**config.mk**
```make
export PLATFORM = sky130hd
export DESIGN_NAME = alu_exec_unit
export DESIGN_NICKNAME = d
export VERILOG_FILES = /design/src/rtl/alu_exec_unit.sv
export SDC_FILE = /design/constraint.sdc
export NUM_CORES = 1
export LEC_CHECK = 0
export CAP_MARGIN = 20
export CORE_UTILIZATION = 25
export CTS_BUF_LIST = sky130_fd_sc_hd__clkbuf_8
export CTS_CLUSTER_DIAMETER = 100
export CTS_CLUSTER_SIZE = 25
export DETAILED_ROUTE_END_ITERATION = 7
export GPL_TIMING_DRIVEN = 1
export PLACE_DENSITY_LB_ADDON = 0.12
export SLEW_MARGIN = 25
export SYNTH_ARGS = -nofsm -noshare
export SYNTH_HDL_FRONTEND = slang
export SYNTH_SLANG_ARGS = --single-unit
```
**constraint.sdc**
```tcl
create_clock -name Clk -period 2.3 [get_ports Clk]
set_clock_uncertainty 0.1 [all_clocks]
set_input_delay 0.575 -clock Clk [delete_from_list [all_inputs] [get_ports Clk]]
set_output_delay 0.575 -clock Clk [all_outputs]
set_load 0.05 [all_outputs]
```
**src/rtl/alu_exec_unit.sv**
```systemverilog
// alu_exec_unit: handshaked execute stage with registered result, CMP flags,
// branch resolution and a 1-bit/cycle shifter for SLL/SRL.
module alu_exec_unit #(
  parameter int unsigned W   = 8,
  parameter int unsigned OPW = 5,
  parameter int unsigned SHW = $clog2(W)
) (
  input  logic           Clk,
  input  logic           Reset_n,
  input  logic           in_valid,
  output logic           in_ready,
  input  logic [OPW-1:0] op,
  input  logic [W-1:0]   a,
  input  logic [W-1:0]   b,
  output logic           out_valid,
  input  logic           out_ready,
  output logic [W-1:0]   result,
  output logic [OPW-1:0] out_op,
  output logic           wr_en,
  output logic           br_taken,
  output logic           flag_c,
  output logic           flag_eq,
  output logic           flag_lt,
  output logic           flag_gt,
  output logic           illegal,
  output logic           halted
);
  localparam logic [OPW-1:0] OP_ADD = OPW'(0),  OP_SUB = OPW'(1),  OP_XOR = OPW'(2),
                             OP_AND = OPW'(3),  OP_SLL = OPW'(4),  OP_SRL = OPW'(5),
                             OP_CMP = OPW'(6),  OP_BE  = OPW'(7),  OP_BL  = OPW'(8),
                             OP_BG  = OPW'(9),  OP_BA  = OPW'(10), OP_MOV = OPW'(11),
                             OP_LD  = OPW'(12), OP_ST  = OPW'(13), OP_DON = OPW'(14);

  typedef enum logic [1:0] {IDLE, SHIFT, HALT} state_t;

  state_t         state_q, state_d;
  logic [SHW-1:0] cnt_q, cnt_d;
  logic [W-1:0]   res_q, res_d;
  logic [OPW-1:0] op_q, op_d;
  logic           vld_q, vld_d, wr_q, wr_d, br_q, br_d, c_q, c_d;
  logic           eq_q, eq_d, lt_q, lt_d, gt_q, gt_d, ill_q, ill_d, halt_q, halt_d;
  logic [W:0]     sum, dif;
  logic           accept, hi_nz;

  assign in_ready = (state_q == IDLE) && (!vld_q || out_ready);
  assign accept   = in_valid && in_ready;
  assign sum      = {1'b0, a} + {1'b0, b};
  assign dif      = {1'b0, a} - {1'b0, b};
  assign hi_nz    = |b[W-1:SHW];

  always_comb begin
    state_d = state_q;
    cnt_d   = cnt_q;
    vld_d   = vld_q;
    res_d   = res_q;
    op_d    = op_q;
    wr_d    = wr_q;
    br_d    = br_q;
    c_d     = c_q;
    eq_d    = eq_q;
    lt_d    = lt_q;
    gt_d    = gt_q;
    ill_d   = ill_q;
    halt_d  = halt_q;
    if (state_q == SHIFT) begin
      res_d = (op_q == OP_SRL) ? res_q >> 1 : res_q << 1;
      cnt_d = cnt_q - 1'b1;
      if (cnt_q == SHW'(1)) begin
        vld_d   = 1'b1;
        state_d = IDLE;
      end
    end else if (accept) begin
      op_d  = op;
      vld_d = 1'b1;
      wr_d  = 1'b0;
      br_d  = 1'b0;
      ill_d = 1'b0;
      res_d = '0;
      case (op)
        OP_ADD: begin res_d = sum[W-1:0]; c_d = sum[W]; wr_d = 1'b1; end
        OP_SUB: begin res_d = dif[W-1:0]; c_d = dif[W]; wr_d = 1'b1; end
        OP_XOR, OP_AND, OP_MOV: begin
          wr_d  = 1'b1;
          res_d = (op == OP_XOR) ? a ^ b : (op == OP_AND) ? a & b : b;
        end
        OP_SLL, OP_SRL: begin
          wr_d  = 1'b1;
          res_d = hi_nz ? '0 : a;
          // Only a real nonzero in-range amount needs the multi-cycle path.
          if (!hi_nz && b[SHW-1:0] != '0) begin
            vld_d   = 1'b0;
            cnt_d   = b[SHW-1:0];
            state_d = SHIFT;
          end
        end
        OP_CMP: begin eq_d = (a == b); lt_d = (a < b); gt_d = (a > b); end
        OP_BE:  br_d = eq_q;
        OP_BL:  br_d = lt_q;
        OP_BG:  br_d = gt_q;
        OP_BA:  br_d = 1'b1;
        OP_LD, OP_ST: res_d = sum[W-1:0];
        OP_DON: begin halt_d = 1'b1; state_d = HALT; end
        default: ill_d = 1'b1;
      endcase
    end else if (out_ready) begin
      vld_d = 1'b0;
    end
  end

  always_ff @(posedge Clk or negedge Reset_n) begin
    if (!Reset_n) begin
      state_q <= IDLE;
      cnt_q   <= '0;
      vld_q   <= 1'b0;
      res_q   <= '0;
      op_q    <= '0;
      wr_q    <= 1'b0;
      br_q    <= 1'b0;
      c_q     <= 1'b0;
      eq_q    <= 1'b0;
      lt_q    <= 1'b0;
      gt_q    <= 1'b0;
      ill_q   <= 1'b0;
      halt_q  <= 1'b0;
    end else begin
      state_q <= state_d;
      cnt_q   <= cnt_d;
      vld_q   <= vld_d;
      res_q   <= res_d;
      op_q    <= op_d;
      wr_q    <= wr_d;
      br_q    <= br_d;
      c_q     <= c_d;
      eq_q    <= eq_d;
      lt_q    <= lt_d;
      gt_q    <= gt_d;
      ill_q   <= ill_d;
      halt_q  <= halt_d;
    end
  end

  assign out_valid = vld_q;
  assign result    = res_q;
  assign out_op    = op_q;
  assign wr_en     = wr_q;
  assign br_taken  = br_q;
  assign flag_c    = c_q;
  assign flag_eq   = eq_q;
  assign flag_lt   = lt_q;
  assign flag_gt   = gt_q;
  assign illegal   = ill_q;
  assign halted    = halt_q;
endmodule
```
==> summary.txt <==
Run status
  – Outcome: finished, final reports clean

Synthesis
  – Mux share of post-synthesis cell area: 0.0450
  – Share of flip-flops with an asynchronous set or reset: 1.00
  – Synth Area in Compound Gates: 0.281
  – Commonest register cell after synthesis: sky130_fd_sc_hd__dfrtp_1
  – Fraction of synthesized cell area in xor and xnor cells: 0.0206
  – Gate count of the mapped netlist: 307
  – Synth top area cells: sky130_fd_sc_hd__dfrtp_1, sky130_fd_sc_hd__ha_1, sky130_fd_sc_hd__a21oi_1
  – Area share of the largest cell type after synthesis: 0.264
  – Synth Area in Adders: 0.101
  – Simple-gate area share of the yosys netlist: 0.222
  – Post-synth EDFFs: 0
  – Nets in the synthesized netlist: 352
  – Sequential-to-total area share from yosys stat: 0.264
  – Number of storage elements in the synthesis netlist: 27
  – Count of different cell masters after synthesis: 65
  – Post-synth top area cell: sky130_fd_sc_hd__dfrtp_1
  – Main combinational cell family by area after synthesis: compound AO/OA/AOI/OAI gates
  – Yosys synthesis warning count: 0
  – Mean post-synth cell area: 8.33 µm²
  – Post-synthesis instance area: 0.00256 mm²

Clocking
  – TritonCTS clock tree: yes
  – Depth of the CTS H-tree: 1
  – Root buf cell: sky130_fd_sc_hd__clkbuf_8
  – Hold-fix buffers, CTS: 0
  – Clock buffer count from CTS: 3
  – Clock sink total: 27
  – Clock insertion delay at the later pin of the skew report: 0.28 ns
  – Buffer levels on the longest clock path: 2
  – CTS clk-pin slew, worst paths: 0.10 ns

STA
  – Measured slew at the worst slew-check pin: 0.506 ns
  – Fin. Hold Viols: 0
  – Final setup violation count: 0
  – Fin worst setup slack: 0.0327 ns
  – Slew Limit Headroom: 0.662
  – Final period util: 0.986
  – Pins over their slew limit: 0
  – Sum Neg Setup Slack: 0 ns
  – Unrepaired setup endpoints after global routing: no
  – Highest clock rate: 0.441 GHz
  – Post-layout min period: 2.27 ns

Power
  – Relative contribution of sequential cells to total power: 0.258
  – Peak supply drop: 0.418 mV
  – LEAKAGE: 1.86 nW
  – Total power divided by cell area: 809 mW/mm²
  – Internal power summed over all cells: 1.70 mW
  – Switching portion of total power: 0.497
  – Relative contribution of combinational cells to total power: 0.657
  – Relative contribution of the clock network to total power: 0.085
  – Switching power: 1.68 mW

Global routing
  – Met2 Track Usage GR: 0.327
  – Remaining global-route overflow: 0
  – Most heavily used metal layer in global routing: met2
  – Met1 demand-to-capacity share in global routing: 0.245
  – Via count of the first global-routing pass: 2879
  – Maximum number of pins on one net before global-route repair: 28
  – GRT Overall Usage: 0.187
  – Initial antenna violation count: 0
  – Global-route wire length before repair: 15.1 mm
  – Met3 layer usage reported by global route: 0.0332

Routing
  – Antenna viol nets, final: 0
  – 1st-pass router iterations: 4
  – Routed Wire Length: 9.63 mm
  – Remaining DRCs: 0
  – Count of routing violations after the opening detailed-route iteration: 158
  – Number of vias after detailed routing: 2890
  – Vias per std cell: 4.92
  – Average wire length per cell after detail routing: 16.4 µm

Floorplan
  – Row cnt: 36
  – Vertical die dimension: 103 µm
  – Num ports: 48
  – Overall die area: 0.0106 mm²
  – Core region area: 0.00982 mm²
  – Overall die width: 103 µm
  – Initial core utilization: 0.260

Worst setup path
  – Cell at the slowest stage of the critical path: sky130_fd_sc_hd__or4_4
  – Critical setup path kind: primary input to flop
  – Cell-by-cell trace of the critical path: clkdlybuf4s15_1 -> inv_2 -> ha_4 -> nor3b_4 -> nor3_2 -> o31a_1 -> or4_4 -> o2111ai_2 -> o21a_1
  – Total buffers and inverters traversed by the critical path: 2
  – CP endpoint kind: flop
  – Worst EP arrival: 2.39 ns
  – Required time reported for the critical path endpoint: 2.42 ns
  – Critical Path Max Stage Delay: 0.50 ns
  – Crit path max-delay family: simple AND/OR/NAND/NOR gates
  – Startpoint kind of the worst setup timing path: primary input
  – Highest fanout seen on the critical path: 4

Layout
  – Non-filler cells in the finished layout: 587
  – Synth-to-Final Area Change: 63.3%
  – Final antenna diode count: 0
  – Total of fill cells in the finished design: 1080
  – Number of nets in the layout: 500
  – Share of cells above drive strength 1: 0.399

Place
  – Placed Instances: 577
  – Number of port buffers: 47
  – Placer congestion estimate: 0.816
  – Total half-perimeter wirelength after legalization and detailed placement: 7.55 mm
  – Placement Setup Slack: -0.670 ns

Run
  – Maximum Capacitance Violations: 0

Hold path
  – Hold/Removal Path Class: flop to flop
==> worst paths after layout <==
kind | start | endpoint | slack, ns | cells past startpoint
min in group asynchronous | Reset_n | cnt_q[1]$_DFFE_PN0P_ | 0.57 | 2
setup / recovery | b[2] | flag_c$_DFFE_PN0P_ | 0.03 | 9
max in group asynchronous | Reset_n | result[6]$_DFFE_PN0P_ | 1.25 | 2
hold / removal | halted$_DFFE_PN0P_ | halted$_DFFE_PN0P_ | 0.37 | 1
hold reg to reg | halted$_DFFE_PN0P_ | halted$_DFFE_PN0P_ | 0.37 | 1
setup reg to reg | state_q[1]$_DFFE_PN0P_ | flag_lt$_DFFE_PN0P_ | 0.42 | 5
==> per-layer routing <==
layer | vias to the layer above | wire, µm
li1 | 1441 | -
met1 | 1373 | 4450
met2 | 66 | 4680
met3 | 10 | 398
met4 | 0 | 99
met5 | - | 0
==> final cells by class <==
class	count	area [µm²]	share of cell area
Clock buffer	3	41.3	0.00989
Clock inverter	1	5.00	0.00120
Inverter	23	86.3	0.0207
Multi-Input combinational cell	242	1930	0.463
Sequential cell	27	676	0.162
Tap cell	133	166	0.0399
Timing Repair Buffer	158	1270	0.303
==> state kept, by name (all words and copies together), names as in the netlist, 2 cells and up <==
name,count
state_q,2
result,8
cnt_q,3
out_op,5
==> power groups by stage <==
stage | Sequential (mW) | Combinational [mW] | Clock (mW)
floorplan | 1.37 | 0.774 | 0
global placement | 0.871 | 2.15 | 0
detailed placement | 0.872 | 2.16 | 0
CTS | 0.875 | 2.21 | 0.305
global route | 0.900 | 2.40 | 0.323
finish | 0.871 | 2.22 | 0.286
==> through the flow <==
stage / hold slack, ns / power [mW] / util / instance area (µm²)
final: 0.372 / 3.38 / 0.425 / 4180
after global routing: 0.394 / 3.62 / 0.425 / 4180
after CTS: 0.374 / 3.39 / 0.421 / 4130
after detailed placement: 0.349 / 3.03 / 0.398 / 3910
after global placement: 0.349 / 3.02 / 0.398 / 3910
after floorplan: 0.179 / 2.15 / - / 2560
==> what timing repair did <==
item | CTS | global route
endpoints found under the setup margin | 18 | 10
gates resized for setup | 62 | 31
pin swaps | 20 | 17
buffers inserted | 4 | 3
==> cell usage in the layout (no fill, tap or decap), drive strengths merged, types with 3 or more instances in the layout <==
master and n:
o31a 3, a21o 4, ha 19, a31oi 4
nand4 3, dlygate4sd2 5, a21oi 27, clkbuf 12
mux2 4, dfrtp 27, mux2i 7, a211oi 3
inv 23, nor3 8, o211ai 4, nor2b 3
nor2 25, nor3b 5, o21ai 16, o31ai 3
or3 3, a22o 3, nand2 32, a221oi 7
xnor2 4, a221o 5, nand3 8, nand2b 8
clkdlybuf4s50 23, buf 117
==> cells by family after synthesis <==
| group | after synthesis |
|---|---|
| compound gates | 99 |
| xor+xnor | 6 |
| fa+ha+maj | 20 |
| buf+inv | 38 |
| flops | 27 |
| mux | 11 |
| simple gates | 106 |
==> Yosys cell counts (all sizes together) (4+ instances only) <==
library cell / count
a21o: 4
mux2i: 7
ha: 19
mux2: 4
nand2b: 8
o21ai: 16
nor3: 8
nand3: 8
nand2: 32
o211ai: 4
xnor2: 4
a221o: 5
nor3b: 5
dfrtp: 27
a221oi: 7
inv: 23
a31oi: 4
clkbuf: 7
a21oi: 27
nor2: 25
buf: 8
(Power assumes the default switching activity.)
